$ cat src/rtl/pipe_axis_skid_pkg.sv
// Shared definitions for the pipeline output stages: skid depth and occupancy encoding.
package pipe_axis_skid_pkg;

  localparam int SKID_DEPTH = 2;
  localparam int SKID_CNT_W = 2;

  typedef enum logic [SKID_CNT_W-1:0] {
    SKID_EMPTY = 2'd0,
    SKID_ONE   = 2'd1,
    SKID_FULL  = 2'd2
  } skid_cnt_e;

  // True while the buffer can still absorb a beat already in flight upstream.
  function automatic logic skid_has_room(input skid_cnt_e cnt);
    return (int'(cnt) < SKID_DEPTH);
  endfunction

endpackage

$ cat src/rtl/pipe_axis_skid.sv
// AXI4-Stream output stage with a 2-entry skid buffer and a registered pipeline enable.
// Optional TLAST carriage is built when PIPE_AXIS_SKID_LAST_EN is defined.
module pipe_axis_skid
  import pipe_axis_skid_pkg::*;
#(
  parameter int DATA_WIDTH = 16
) (
  input  logic                  clk,
  input  logic                  rst,
  input  logic                  s_valid,
  input  logic [DATA_WIDTH-1:0] s_data,
`ifdef PIPE_AXIS_SKID_LAST_EN
  input  logic                  s_last,
`endif
  output logic                  pipe_en,
  output logic                  m_valid,
  output logic [DATA_WIDTH-1:0] m_data,
`ifdef PIPE_AXIS_SKID_LAST_EN
  output logic                  m_last,
`endif
  input  logic                  m_ready
);

`ifdef PIPE_AXIS_SKID_LAST_EN
  localparam int ENT_W = DATA_WIDTH + 1;
`else
  localparam int ENT_W = DATA_WIDTH;
`endif

  logic [ENT_W-1:0] s_ent;
  logic [ENT_W-1:0] head_p1;
  logic [ENT_W-1:0] tail_p1;
  skid_cnt_e        cnt_p1;
  skid_cnt_e        cnt_nxt;
  logic             vld_p1;
  logic             en_p1;
  logic             push;
  logic             pop;
  logic             head_ld;
  logic             head_from_tail;
  logic             tail_ld;

`ifdef PIPE_AXIS_SKID_LAST_EN
  assign s_ent  = {s_last, s_data};
  assign m_last = head_p1[DATA_WIDTH];
`else
  assign s_ent  = s_data;
`endif

  assign m_data  = head_p1[DATA_WIDTH-1:0];
  assign m_valid = vld_p1;
  assign pipe_en = en_p1;

  // A frozen pipeline may still present s_valid; only enabled beats count.
  assign push = s_valid & en_p1;
  assign pop  = vld_p1 & m_ready;

  always_comb begin
    cnt_nxt        = cnt_p1;
    head_ld        = 1'b0;
    head_from_tail = 1'b0;
    tail_ld        = 1'b0;
    case (cnt_p1)
      SKID_EMPTY: begin
        if (push) begin
          head_ld = 1'b1;
          cnt_nxt = SKID_ONE;
        end
      end
      SKID_ONE: begin
        if (push && pop) begin
          head_ld = 1'b1;
        end else if (push) begin
          tail_ld = 1'b1;
          cnt_nxt = SKID_FULL;
        end else if (pop) begin
          cnt_nxt = SKID_EMPTY;
        end
      end
      SKID_FULL: begin
        // A push here cannot happen while the enable is low; it is dropped.
        if (pop) begin
          head_ld        = 1'b1;
          head_from_tail = 1'b1;
          cnt_nxt        = SKID_ONE;
        end
      end
      default: cnt_nxt = SKID_EMPTY;
    endcase
  end

  // Stage p1: occupancy, handshake flags and storage
  always_ff @(posedge clk or posedge rst) begin
    if (rst) begin
      cnt_p1  <= SKID_EMPTY;
      vld_p1  <= 1'b0;
      en_p1   <= 1'b1;
      head_p1 <= '0;
      tail_p1 <= '0;
    end else begin
      cnt_p1 <= cnt_nxt;
      vld_p1 <= (cnt_nxt != SKID_EMPTY);
      en_p1  <= skid_has_room(cnt_nxt) && (cnt_nxt != SKID_FULL);
      if (head_ld) begin
        head_p1 <= head_from_tail ? tail_p1 : s_ent;
      end
      if (tail_ld) begin
        tail_p1 <= s_ent;
      end
    end
  end

`ifndef SYNTHESIS
  a_no_push_when_full : assert property (@(posedge clk) disable iff (rst)
    !(push && (cnt_p1 == SKID_FULL)));
`endif

endmodule

$ cat config.mk
export PLATFORM = sky130hd
export DESIGN_NAME = pipe_axis_skid
export DESIGN_NICKNAME = d
export VERILOG_FILES = /design/src/rtl/pipe_axis_skid_pkg.sv /design/src/rtl/pipe_axis_skid.sv
export SDC_FILE = /design/constraint.sdc
export NUM_CORES = 1
export LEC_CHECK = 0
export CORE_MARGIN = 5
export CORE_UTILIZATION = 52
export CTS_BUF_LIST = sky130_fd_sc_hd__clkbuf_4 sky130_fd_sc_hd__clkbuf_8
export DETAILED_ROUTE_END_ITERATION = 16
export PLACE_DENSITY = 0.94
export SYNTH_ARGS = -nofsm -noshare
export SYNTH_HDL_FRONTEND = slang
export SYNTH_SLANG_ARGS = --single-unit
$ cat constraint.sdc
create_clock -name clk -period 1.7 [get_ports clk]
set_input_delay 0.34 -clock clk [delete_from_list [all_inputs] [get_ports clk]]
set_output_delay 0.34 -clock clk [all_outputs]
set_load 0.05 [all_outputs]
==> Implementation_results.wiki, run 1 <==
{| class="wikitable"
! Metric !! Value
|-
| Slew Viols, Final || 0
|-
| Max capacitance violation total || 0
|-
| Timing startpoint of the critical path || pipe_en
|-
| Nets in the synthesized netlist || around 130
|-
| Worst relative slew slack || 0.705
|-
| Cts bufs inserted || 5
|-
| Cts hold-fix bufs || 0
|-
| Transition time at the pin with the least slew margin || 0.442 ns
|-
| Clk slew on worst S/H paths || 0.10 ns
|-
| Most area-consuming cells after synthesis || dfrtp_1 51%, mux2_2 19%, mux2_4 18%
|-
| Routed wire length per instance || between 15 and 20 µm
|-
| Required time reported for the critical path endpoint || slightly below 2 ns
|-
| Pin count of the biggest net entering global routing || 27
|-
| Vias post-DR || between 1000 and 1500
|-
| Final std cell area, no fill || 2230 µm²
|-
| Top sig layer || met4
|-
| Number of synthesized register bits || 36
|-
| Iteration-0 DRC Markers || 33
|-
| Post-Syn Area || ~1700 µm²
|-
| Maximum VDD drop || approximately 1.1 mV
|-
| Worst-path cell chain || nand4_1 > o211ai_4 > buf_12 > mux2_2
|-
| Pre-CTS setup slack || -0.267 ns
|-
| Cell area after placement || around 2200 µm²
|-
| Final critical path time including I/O delays and setup || approximately 1.6 ns
|-
| Crit start category || flop
|-
| Root cell of the clock tree || clkbuf_4
|-
| DP Wirelength || between 2000 and 2500 µm
|-
| Routability congestion estimate || 0.719
|-
| Total clock sinks || 36
|-
| Yosys warns || 0
|-
| Min setup slack post-route || roughly 0.097 ns
|-
| Highest Clock Rate || between 600 and 700 MHz
|-
| Endpoint class of the critical path || flop
|-
| Endpoints failing setup || 0
|-
| Post-layout instance count excluding filler cells || approximately 200
|-
| Global router's overall resource usage || 0.162
|-
| Most used cells in the layout excluding fill and tap cells || 34 x dfrtp_1, 29 x mux2_2, 21 x buf_4
|-
| Maximum level of the CTS H-tree || 2
|-
| Count of port buffers added during placement || 37
|-
| Unique cell type count in the Yosys netlist || 21
|-
| Number of fill cells || 231
|-
| Result of the run || complete, no violations
|-
| Final clock skew || about 0.006 ns
|-
| Cell type with the largest total area after synthesis || dfrtp_1
|-
| Layout Area Growth over Synthesis || 30.2%
|-
| Initial DRT Pass Iterations || 3
|-
| Initial antenna violation count || 0
|-
| Number of nets at the end of the flow || 174
|-
| Total wire length || roughly 3200 µm
|-
| Global-route wire length before repair || between 5000 and 6000 µm
|-
| Mean instance size in the synthesized netlist || roughly 16 µm²
|-
| Fraction of final layout cells with drive strength greater than 1 || 0.574
|-
| Setup repair after global routing missed its margin || no
|-
| Max FO, Critical Path || 16
|-
| Library cell contributing the largest single delay on the critical path || dfstp_2
|-
| Inserted Diodes || 0
|-
| Critical setup path kind || flop to flop
|-
| Synthesized instance count || 107
|-
| Height of the die || a little under 70 µm
|-
| Core area || just over 3000 µm²
|-
| Post-route antenna net violation count || 0
|-
| Most frequent standard cell in the layout excluding fill and tap cells || dfrtp_1
|-
| Number of global-route vias before repair || 1146
|-
| CTS tree || yes
|-
| Cell Pwr Density || 2060 nW/µm²
|-
| Placed cell count || 190
|-
| Die Area || around 4500 µm²
|-
| Sequential fraction of the synthesis area || 0.526
|-
| Share of the clock period used by the worst path after layout || 0.943
|-
| Initial Utilization || 0.552
|-
| Number of vias per cell || approximately 5.1
|-
| Die boundary width || between 60 and 70 µm
|-
| Reg2reg start || pipe_en
|-
| Total length of routed met3 wires || 236 µm
|-
| DRC || 0
|-
| Ports || 38
|-
| Delay of the slowest critical-path stage || roughly 0.58 ns
|-
| Clock insertion delay at the later pin of the skew report || 0.34 ns
|-
| Max Root-Sink Buffers || 2
|-
| Worst Path Arrival || between 1.5 and 2 ns
|-
| Amount of wire on met2 after detailed routing || 1560 µm
|-
| Total count of hold-check failures in the final report || 0
|-
| Global-route congestion overflow total || 0
|-
| Hold Crit Class || input port to asynchronous set/reset pin
|-
| Share of Yosys cell area claimed by the top area cell type || 0.511
|-
| DRT met1 WL || 1300 µm
|-
| Site Rows || 20
|-
| P_leak || 1.04 nW
|}
## where the power goes
part | internal [mW] | switching (mW) | leakage (nW)
Clock | 0.236 | 0.272 | 0.0394
Sequential | 1.31 | 0.296 | 0.423
Combinational | 1.17 | 1.31 | 0.576
## logic make-up (layout without fill, tap and decap cells)
group / count (synthesis) / count (layout) / synth area share
buffers and inverters: 5 / 53 / 0.0263
AND/OR/NAND/NOR: 13 / 13 / 0.0620
flip-flops: 36 / 36 / 0.526
multiplexers: 49 / 49 / 0.366
AO/OA/AOI/OAI: 4 / 4 / 0.0197
## sequential cells by signal (all words and copies together) (netlist names)
signal and count:
m_valid 1, pipe_en 1, m_data 16, tail_p1 16, cnt_p1 2
## path summary, 6_finish.rpt
kind | cells past startpoint | slack (ns) | end
setup reg to reg | 4 | 0.1 | m_data[13]
hold / removal | 2 | 0.29 | tail_p1[4]
min in group clk | 1 | 0.52 | tail_p1[8]
hold reg to reg | 1 | 0.52 | tail_p1[8]
setup / recovery | 4 | 0.1 | m_data[13]
max in group asynchronous | 3 | 0.94 | m_data[15]
## synthesized netlist by cell type (all sizes together)
library cell,count
nand4bb,1
mux2,49
nand2,4
or2,1
o211ai,1
nand3,1
nand4,1
a21oi,1
nand4b,1
dfrtp,35
inv,1
nor2,1
buf,4
and2b,1
dfstp,1
and2,1
a21bo,1
o22ai,1
and3b,1
## metrics by stage
stage / power [mW] / utilization / hold slack [ns] / TNS [ns]
3_3_place_gp: 4.01 / 0.696 / 0.484 / -5.07
4_1_cts: 4.64 / 0.717 / 0.289 / 0
2_1_floorplan: 3.41 / - / 0.475 / -0.870
6_report: 4.60 / 0.719 / 0.287 / 0
3_5_place_dp: 4.13 / 0.696 / 0.498 / -6.96
5_1_grt: 4.84 / 0.719 / 0.315 / 0
## critical path: cells and delay by family, from the launching register on
family / cells / cell delay (ns)
mux: 1 / 0.35
simple gates: 1 / 0.15
buf+inv: 1 / 0.20
compound gates: 1 / 0.22
flops: 1 / 0.58
## per-layer routing
layer | track usage | vias up
li1 | - | 483
met1 | 0.180 | 497
met2 | 0.271 | 35
met3 | 0.0532 | 7
met4 | 0.0962 | 0
met5 | 0 | -
## final cells by class
type,instances,area [µm²],share of cell area
timing repair buffer,44,428,0.192
inverter,1,3.75,0.00168
multi-input combinational,66,776,0.348
sequential,36,903,0.405
tap,44,55.1,0.0247
clock buffer,8,66.3,0.0297
## timing repair
action | CTS | global route
hold endpoints to repair | 0 | 0
gates resized for setup | 0 | 0
setup buffers | 0 | 1
endpoints found under the setup margin | 0 | 1
No activity file was read; power rests on OpenSTA's default activity.
==> run 2, diff against run 1 <==
Settings changed: CORE_UTILIZATION 52 to 50, CTS_BUF_LIST sky130_fd_sc_hd__clkbuf_4 sky130_fd_sc_hd__clkbuf_8 to unset, PLACE_DENSITY 0.94 to 0.91, SLEW_MARGIN set to 20.
Clock period 1.7 ns to 1.8 ns, I/O delays scaled along.
==> run 2 against run 1 <==
- via count is 1.7% lower
- first-iteration DRC count is 12% higher
- critical endpoint is now m_data[14]
- setup slack better by 0.11 ns
- worst hold slack better by 0.059 ns
- design area is 1.2% higher
- critical path depth stayed put
- flip-flop and latch count stayed put
==> Implementation_results.wiki, run 2 (synthesized netlist as in run 1, its figures left out) <==
{| class="wikitable"
! Metric !! Value
|-
| Result of the run || complete, no violations
|-
| Iteration-0 DRC Markers || 37
|-
| Setup Fix Bufs, Post-CTS || 0
|-
| Post-route antenna net violation count || 0
|-
| Slew Viols, Final || 0
|-
| Setup repair after global routing missed its margin || no
|-
| Routed wire length per instance || roughly 16 µm
|-
| Share of the clock period used by the worst path after layout || 0.885
|-
| Final critical path time including I/O delays and setup || 1.59 ns
|-
| Total wire length || roughly 3100 µm
|-
| Initial DRT Pass Iterations || 4
|-
| CTS tree || yes
|-
| Final clock skew || ~0.0044 ns
|-
| Number of vias per cell || between 5 and 6
|-
| Maximum VDD drop || between 1 and 1.5 mV
|-
| Critical setup path kind || flop to flop
|-
| Site Rows || 21
|-
| Maximum level of the CTS H-tree || 2
|-
| Family with the most delay on the worst path || flip-flops
|-
| Max capacitance violation total || 0
|-
| Vias post-DR || 1005
|-
| Max Root-Sink Buffers || 2
|-
| Die Area || 4700 µm²
|-
| DP Wirelength || roughly 2300 µm
|-
| Global router's overall resource usage || 0.154
|-
| Fraction of final layout cells with drive strength greater than 1 || 0.569
|-
| DRC || 0
|-
| Clock insertion delay at the later pin of the skew report || roughly 0.34 ns
|-
| Endpoints failing setup || 0
|-
| Number of gates resized after CTS || 0
|-
| Library cell contributing the largest single delay on the critical path || dfstp_2
|-
| Max FO, Critical Path || 8
|-
| Most used cells in the layout excluding fill and tap cells || 34 x dfrtp_1, 29 x mux2_2, 20 x mux2_4, 20 x buf_4, 19 x clkdlybuf4s50_1
|-
| Delay of the slowest critical-path stage || between 0.6 and 0.7 ns
|-
| Layout Area Growth over Synthesis || 31.8%
|-
| Worst-path cell chain || nand4_1 > o211ai_2 > buf_4 > mux2_2
|-
| Placed cell count || between 150 and 200
|-
| Highest Clock Rate || between 600 and 700 MHz
|-
| Total clock sinks || 36
|-
| Aggregate negative setup slack || 0 ns
|-
| Global-route wire length before repair || 5210 µm
|-
| Core area || 3340 µm²
|-
| Die boundary width || ~70 µm
|-
| Post-layout instance count excluding filler cells || 199
|-
| Total count of hold-check failures in the final report || 0
|-
| Routability congestion estimate || a little over 0.7
|-
| Count of port buffers added during placement || 37
|-
| Cell Pwr Density || approximately 2100 nW/µm²
|-
| Initial antenna violation count || 0
|-
| Most frequent standard cell in the layout excluding fill and tap cells || dfrtp_1
|-
| Height of the die || 68.6 µm
|-
| Required time reported for the critical path endpoint || between 2 and 2.5 ns
|-
| Transition time at the pin with the least slew margin || 0.278 ns
|-
| Global-route congestion overflow total || 0
|-
| Endpoint class of the critical path || flop
|-
| Number of global-route vias before repair || approximately 1100
|-
| Hold Crit Class || input port to asynchronous set/reset pin
|-
| Cts hold-fix bufs || 0
|-
| Number of nets at the end of the flow || 172
|-
| Overall power consumption || 4.64 mW
|-
| Worst Path Arrival || ~1.8 ns
|-
| P_leak || roughly 1.1 nW
|-
| Worst relative slew slack || 0.815
|-
| Initial Utilization || 0.514
|-
| Pin count of the biggest net entering global routing || 37
|-
| Number of buffer and inverter instances along the worst setup path || 1
|-
| Inserted Diodes || 0
|-
| Crit start category || flop
|-
| Ports || 38
|-
| Cts bufs inserted || 5
|-
| Root cell of the clock tree || clkbuf_4
|-
| Clk slew on worst S/H paths || 0.11 ns
|}
-- run 2: final timing paths --
path                             startpoint     endpoint  slack [ns]  cells past startpoint
worst max-delay path                pipe_en   m_data[14]        0.21                      4
worst min-delay path                    rst   tail_p1[8]        0.35                      3
worst max register to register      pipe_en   m_data[14]        0.21                      4
worst min register to register  tail_p1[14]  tail_p1[14]        0.52                      1
max in group asynchronous               rst      pipe_en        1.21                      3
min in group clk                tail_p1[14]  tail_p1[14]        0.52                      1
-- run 2: tightest hold or removal path, cell delays in order --
cell,delay (ns)
clkdlybuf4s50_1,0.39
inv_1,0.09
buf_12,0.22
-- run 2: area by class of cell --
cell class	instances	area, µm²
clock inverters	3	90.1
flip-flops and latches	36	903
fillers	239	1080
inverters	1	3.75
well taps	46	57.6
multi-input cells	66	767
clock buffers	5	37.5
repair buffers	42	400
-- run 2: metal layers --
metal  global-route usage  wire length (µm)  up-vias  part of all wire
met3               0.0438               188        6             0.060
met2                0.260              1590       29              0.50
met5                    0                 0        -                 0
met1                0.171              1300      495              0.41
li1                     -                 -      475                 -
met4               0.0918                69        0             0.022
-- run 2: per-stage QoR --
stage,setup slack [ns],area [µm²],hold slack (ns),util
finish,0.207,2260,0.347,0.677
global route,0.111,2260,0.363,0.677
CTS,0.197,2260,0.337,0.677
detailed placement,-0.159,2130,0.494,0.639
global placement,-0.118,2130,0.483,0.639
floorplan,0.00521,1720,0.475,-
-- run 2: where the power goes --
part	internal, mW	switching [mW]	total [mW]
clock	0.572	0.271	0.844
sequential	1.24	0.280	1.52
combinational	1.06	1.21	2.28
